<file path="config.mk">
export PLATFORM = sky130hd
export DESIGN_NAME = fifox_rd_stream_flat
export DESIGN_NICKNAME = d
export VERILOG_FILES = /design/src/rtl/fifox_rd_stream_if.sv /design/src/rtl/fifox_rd_stream.sv /design/src/flat_wrapper.sv
export SDC_FILE = /design/constraint.sdc
export NUM_CORES = 1
export LEC_CHECK = 0
export BUFFER_PORTS_ARGS = -buffer_cell sky130_fd_sc_hd__buf_2
export CAP_MARGIN = 20
export CORE_UTILIZATION = 50
export CTS_CLUSTER_DIAMETER = 120
export DETAILED_ROUTE_END_ITERATION = 7
export PLACE_DENSITY = 0.75
export RECOVER_POWER = 50
export SLEW_MARGIN = 20
export SYNTH_ARGS = -nofsm -noshare
export SYNTH_HDL_FRONTEND = slang
export SYNTH_SLANG_ARGS = --single-unit
export TNS_END_PERCENT = 100
</file>
<file path="constraint.sdc">
create_clock -name CLK -period 2.1 [get_ports CLK]
set_input_delay 0.105 -clock CLK [delete_from_list [all_inputs] [get_ports CLK]]
set_output_delay 0.105 -clock CLK [all_outputs]
set_load 0.05 [all_outputs]
</file>
<file path="src/rtl/fifox_rd_stream_if.sv">
// fifox read port plus TX valid/ready stream, bundled for fifox_rd_stream.
// master is the stream converter's view; slave is the fifox/consumer side.
interface fifox_rd_stream_if #(
    parameter int ITEM_WIDTH = 8,
    parameter int BUF_DEPTH  = 4
);

    localparam int SW = $clog2(BUF_DEPTH + 1);

    logic [ITEM_WIDTH-1:0] FIFO_DO;
    logic                  FIFO_RD;
    logic                  FIFO_EMPTY;
    logic                  FIFO_AEMPTY;
    logic [ITEM_WIDTH-1:0] TX_DATA;
    logic                  TX_SRC_RDY;
    logic                  TX_DST_RDY;
    logic                  TX_AEMPTY;
    logic [SW-1:0]         BUF_STATUS;

    modport master (
        input  FIFO_DO,
        input  FIFO_EMPTY,
        input  FIFO_AEMPTY,
        input  TX_DST_RDY,
        output FIFO_RD,
        output TX_DATA,
        output TX_SRC_RDY,
        output TX_AEMPTY,
        output BUF_STATUS
    );

    modport slave (
        output FIFO_DO,
        output FIFO_EMPTY,
        output FIFO_AEMPTY,
        output TX_DST_RDY,
        input  FIFO_RD,
        input  TX_DATA,
        input  TX_SRC_RDY,
        input  TX_AEMPTY,
        input  BUF_STATUS
    );

endinterface

</file>
<file path="src/rtl/fifox_rd_stream.sv">
// fifox read port to valid/ready stream converter with read-latency
// tracking and a small credit-managed output buffer.
module fifox_rd_stream #(
    parameter int ITEM_WIDTH = 8,
    parameter int RD_LATENCY = 1,
    parameter int BUF_DEPTH  = 4
) (
    input logic               CLK,
    input logic               RESET_N,
    fifox_rd_stream_if.master bus
);

    localparam int SW = $clog2(BUF_DEPTH + 1);
    localparam int PW = (BUF_DEPTH > 1) ? $clog2(BUF_DEPTH) : 1;

    typedef logic [PW-1:0] ptr_t;
    typedef logic [SW-1:0] cnt_t;

    localparam ptr_t PTR_LAST = ptr_t'(BUF_DEPTH - 1);
    localparam cnt_t DEPTH_C  = cnt_t'(BUF_DEPTH);
    localparam cnt_t ONE      = cnt_t'(1);

    logic [ITEM_WIDTH-1:0] mem_q [BUF_DEPTH];

    ptr_t wr_ptr_q, wr_ptr_d;
    ptr_t rd_ptr_q, rd_ptr_d;
    cnt_t cnt_q, cnt_d;
    cnt_t res_q, res_d;

    logic rd;
    logic cap;
    logic xfer;

    // res_q counts buffered plus in-flight items, so a read is only
    // issued when a slot is guaranteed for its data.
    assign rd   = !bus.FIFO_EMPTY && (res_q < DEPTH_C);
    assign xfer = (cnt_q != '0) && bus.TX_DST_RDY;

    generate
        if (RD_LATENCY == 0) begin : g_lat0
            assign cap = rd;
        end else if (RD_LATENCY == 1) begin : g_lat1
            logic fl_q;
            always_ff @(posedge CLK or negedge RESET_N) begin
                if (!RESET_N) fl_q <= 1'b0;
                else          fl_q <= rd;
            end
            assign cap = fl_q;
        end else begin : g_latn
            logic [RD_LATENCY-1:0] fl_q;
            always_ff @(posedge CLK or negedge RESET_N) begin
                if (!RESET_N) fl_q <= '0;
                else          fl_q <= {fl_q[RD_LATENCY-2:0], rd};
            end
            assign cap = fl_q[RD_LATENCY-1];
        end
    endgenerate

    always_comb begin
        wr_ptr_d = wr_ptr_q;
        rd_ptr_d = rd_ptr_q;
        cnt_d    = cnt_q;
        res_d    = res_q;
        if (cap) begin
            wr_ptr_d = (wr_ptr_q == PTR_LAST) ? '0 : wr_ptr_q + ptr_t'(1);
        end
        if (xfer) begin
            rd_ptr_d = (rd_ptr_q == PTR_LAST) ? '0 : rd_ptr_q + ptr_t'(1);
        end
        unique case ({cap, xfer})
            2'b10:   cnt_d = cnt_q + ONE;
            2'b01:   cnt_d = cnt_q - ONE;
            default: cnt_d = cnt_q;
        endcase
        unique case ({rd, xfer})
            2'b10:   res_d = res_q + ONE;
            2'b01:   res_d = res_q - ONE;
            default: res_d = res_q;
        endcase
    end

    always_ff @(posedge CLK or negedge RESET_N) begin
        if (!RESET_N) begin
            wr_ptr_q <= '0;
            rd_ptr_q <= '0;
            cnt_q    <= '0;
            res_q    <= '0;
        end else begin
            wr_ptr_q <= wr_ptr_d;
            rd_ptr_q <= rd_ptr_d;
            cnt_q    <= cnt_d;
            res_q    <= res_d;
        end
    end

    // Payload storage needs no reset; occupancy alone qualifies it.
    always_ff @(posedge CLK) begin
        if (cap) mem_q[wr_ptr_q] <= bus.FIFO_DO;
    end

    assign bus.FIFO_RD    = rd;
    assign bus.TX_SRC_RDY = (cnt_q != '0);
    assign bus.TX_DATA    = mem_q[rd_ptr_q];
    assign bus.TX_AEMPTY  = bus.FIFO_AEMPTY && (res_q <= ONE);
    assign bus.BUF_STATUS = cnt_q;

endmodule

</file>
<file path="src/flat_wrapper.sv">
// flat-port wrapper written by rule: the top's interface ports become plain ports
module fifox_rd_stream_flat 
#(
    parameter int ITEM_WIDTH = 8,
    parameter int RD_LATENCY = 1,
    parameter int BUF_DEPTH  = 4
)
  (CLK, RESET_N, bus_FIFO_DO, bus_FIFO_EMPTY, bus_FIFO_AEMPTY, bus_TX_DST_RDY, bus_FIFO_RD, bus_TX_DATA, bus_TX_SRC_RDY, bus_TX_AEMPTY, bus_BUF_STATUS);
  fifox_rd_stream_if #(.ITEM_WIDTH(ITEM_WIDTH), .BUF_DEPTH(BUF_DEPTH)) bus_i ();
  input logic CLK;
  input logic RESET_N;
  input wire logic [$bits(bus_i.FIFO_DO)-1:0] bus_FIFO_DO;
  input wire logic [$bits(bus_i.FIFO_EMPTY)-1:0] bus_FIFO_EMPTY;
  input wire logic [$bits(bus_i.FIFO_AEMPTY)-1:0] bus_FIFO_AEMPTY;
  input wire logic [$bits(bus_i.TX_DST_RDY)-1:0] bus_TX_DST_RDY;
  output wire logic [$bits(bus_i.FIFO_RD)-1:0] bus_FIFO_RD;
  output wire logic [$bits(bus_i.TX_DATA)-1:0] bus_TX_DATA;
  output wire logic [$bits(bus_i.TX_SRC_RDY)-1:0] bus_TX_SRC_RDY;
  output wire logic [$bits(bus_i.TX_AEMPTY)-1:0] bus_TX_AEMPTY;
  output wire logic [$bits(bus_i.BUF_STATUS)-1:0] bus_BUF_STATUS;
  assign bus_i.FIFO_DO = bus_FIFO_DO;
  assign bus_i.FIFO_EMPTY = bus_FIFO_EMPTY;
  assign bus_i.FIFO_AEMPTY = bus_FIFO_AEMPTY;
  assign bus_i.TX_DST_RDY = bus_TX_DST_RDY;
  assign bus_FIFO_RD = bus_i.FIFO_RD;
  assign bus_TX_DATA = bus_i.TX_DATA;
  assign bus_TX_SRC_RDY = bus_i.TX_SRC_RDY;
  assign bus_TX_AEMPTY = bus_i.TX_AEMPTY;
  assign bus_BUF_STATUS = bus_i.BUF_STATUS;
  fifox_rd_stream #(.ITEM_WIDTH(ITEM_WIDTH), .RD_LATENCY(RD_LATENCY), .BUF_DEPTH(BUF_DEPTH)) u_core (.CLK(CLK), .RESET_N(RESET_N), .bus(bus_i));
endmodule
</file>
==> flow_summary.json <==
{
  "diodes": 0,
  "synth_area_leaders": "edfxtp_1 (53%), dfrtp_1 (15%), mux4_2 (9.9%), ha_1 (6.9%), inv_1 (2.1%)",
  "netlist.area_leader.share_pct": 52.8,
  "ys_seq_elements": 43,
  "ant_nets": 0,
  "outcome": "finished clean",
  "crit_type": "register to register",
  "drt_iter0_markers": 55,
  "fp-row-count": 21,
  "drv_slew": 0,
  "ys_async_sr_fraction_pct": 25.6,
  "leakage_nw": 0.827,
  "rsz0062_at_grt": "no",
  "synth.most_common_cell": "edfxtp_1",
  "setup_viol": 0,
  "peakVddDrop_mv": 0.743,
  "synth_ff_type": "edfxtp_1",
  "worstPathArrival_ns": 2.15,
  "grt_overflow": 0,
  "multi_input_area_um2": 534,
  "ios": 27,
  "num_vias": 958,
  "clock-sinks": 43,
  "drtPass1Iterations": 4,
  "hp-class": "input pin to register",
  "die_x_um": 62.3,
  "clk_pin_slew_ns": 0.12,
  "cts_buffer_depth": 2,
  "gp_congestion": 0.771,
  "area.growth.synth_to_final_pct": 17.8,
  "via_per_inst": 5.04,
  "numCtsBuffers": 5,
  "finClkSkew_ns": 0.00879,
  "fill_cells": 267,
  "dp_hpwl_um": 1960,
  "highest_layer": "met4",
  "fin_hold_ws_ns": 0.131,
  "utilization_pct": 62.7,
  "fmax_mhz": 521,
  "powerDensity_mw_per_mm2": 1460,
  "dr_wl_met2_um": 1490,
  "wl_met1_um": 1150,
  "cts_tree": "done",
  "fin_nets": 167,
  "met3WireLength_um": 97,
  "floorplan.initialDensity_pct": 53.3,
  "drive_gt1_share_pct": 27.1,
  "antenna_found_initial": 0,
  "synth_area_leader_cell": "edfxtp_1",
  "setup-tns-final_ns": 0,
  "ys_seq_area_share_pct": 68.0,
  "htree_levels": 2,
  "grt_pass1_wl_um": 4910,
  "maxCapViolCount": 0,
  "drc": 0,
  "clockRootBuffer": "clkbuf_4",
  "track_usage_pct": 17.1,
  "finalCriticalPeriod_ns": 1.92,
  "syn_avg_cell_area_um2": 17.8,
  "grt_max_degree": 15,
  "endpoint_kind": "register",
  "grt_pass1_vias": 1040,
  "port_buffers": 26,
  "period_share_pct": 91.4,
  "fp.dieArea_mm2": 0.00388,
  "cts_setup_buffers": 0,
  "yosysUniqueCellTypes": 22,
  "die_h_um": 62.3,
  "synth_edf_count": 32,
  "worst_pin_slew_ns": 0.645,
  "synthCells": 102,
  "slew_headroom_pct": 57.0,
  "core_area_mm2": 0.00342,
  "wirelength_um": 2780,
  "synthTopCellsByCount": "edfxtp_1 (32), dfrtp_1 (11), ha_1 (10), inv_1 (10), mux4_2 (8)",
  "critPathRequiredTime_ns": 2.33,
  "ys_warn_count": 0,
  "syn_nets": 126,
  "regArea_mm2": 0.00124,
  "path_max_fanout": 4,
  "report.final.hold_viol_count": 0,
  "clock_latency_ns": 0.34,
  "cp-start-kind": "register",
  "post_drt_wl_per_cell_um": 14.6,
  "synth.cell_area_mm2": 0.00182
}
## kinds of logic after synthesis
logic type,share of synthesized area (%)
compound gates,1.10
fa+ha+maj,7.98
flops,68.0
simple gates,4.75
buf+inv,2.68
mux,12.7
xor+xnor,2.89
## worst max-delay path, cell delays in order, from the launching register on
cell and delay, ns:
dfrtp_2 0.45, or3_4 0.41, nand2_4 0.09, inv_1 0.06, ha_1 0.21, inv_1 0.07
fa_1 0.17, xor2_1 0.14, nor2_1 0.06, xor2_1 0.14
## final timing paths
| check | start | to | slack [ns] | cells after the start |
|---|---|---|---|---|
| max | u_core.bus.BUF_STATUS[0] | u_core.bus.BUF_STATUS[2] | 0.18 | 9 |
| max in group asynchronous | RESET_N | u_core.bus.BUF_STATUS[2] | 1.36 | 2 |
| min reg2reg | u_core.res_q[2] | u_core.res_q[2] | 0.50 | 1 |
| max reg2reg | u_core.bus.BUF_STATUS[0] | u_core.bus.BUF_STATUS[2] | 0.18 | 9 |
| min in group asynchronous | RESET_N | u_core.wr_ptr_q[1] | 0.29 | 2 |
| min | bus_TX_DST_RDY | u_core.rd_ptr_q[0] | 0.13 | 3 |
## through the flow
step / std cells / worst slack (ns) / instance area [µm²] / total power, W
after floorplan: 102 / 0.0128 / 1820 / 0.00246
after global placement: 172 / 0.252 / 2000 / 0.00271
after detailed placement: 172 / 0.173 / 2000 / 0.00277
after CTS: 190 / 0.0258 / 2160 / 0.00317
after global routing: 190 / 0.0692 / 2140 / 0.00332
final: 190 / 0.180 / 2140 / 0.00312
## cells in the final DEF (no fill, tap or decap), types with 4 or more instances in the layout
cell	n
edfxtp_1	32
clkbuf_4	5
dfrtp_1	7
buf_2	14
ha_1	10
inv_1	10
clkbuf_1	12
dfrtp_2	4
mux4_2	8
dlygate4sd3_1	10
## power breakdown
group,internal (W),switching [W]
sequential,0.00113,0.000196
clock,0.000128,0.000258
combinational,0.000508,0.000899
## sequential cells by signal, summed over array words and instances (netlist names)
name,count
u_core.bus.BUF_STATUS,3
u_core.wr_ptr_q,2
u_core.res_q,3
u_core.cap,1
u_core.mem_q,32
u_core.rd_ptr_q,2
## timing repair
action                                 in CTS  in global routing
resized for setup                           0                  1
endpoints found under the hold margin      44                  0
setup endpoints to repair                   0                  8
hold buffers                               10                  0
## routing by layer
layer / vias up / GRT usage (%)
li1: 454 / -
met1: 472 / 20.1
met2: 24 / 29.1
met3: 8 / 3.86
met4: 0 / 9.01
met5: - / 0
## cell type report
type | instances | area share [%]
clock buffers | 5 | 1.75
clock inverters | 3 | 0.934
inverters | 10 | 1.75
multi-input cells | 47 | 24.9
flip-flops and latches | 43 | 57.9
well taps | 46 | 2.69
repair buffers | 36 | 10.0
No activity file was read; power rests on OpenSTA's default activity.
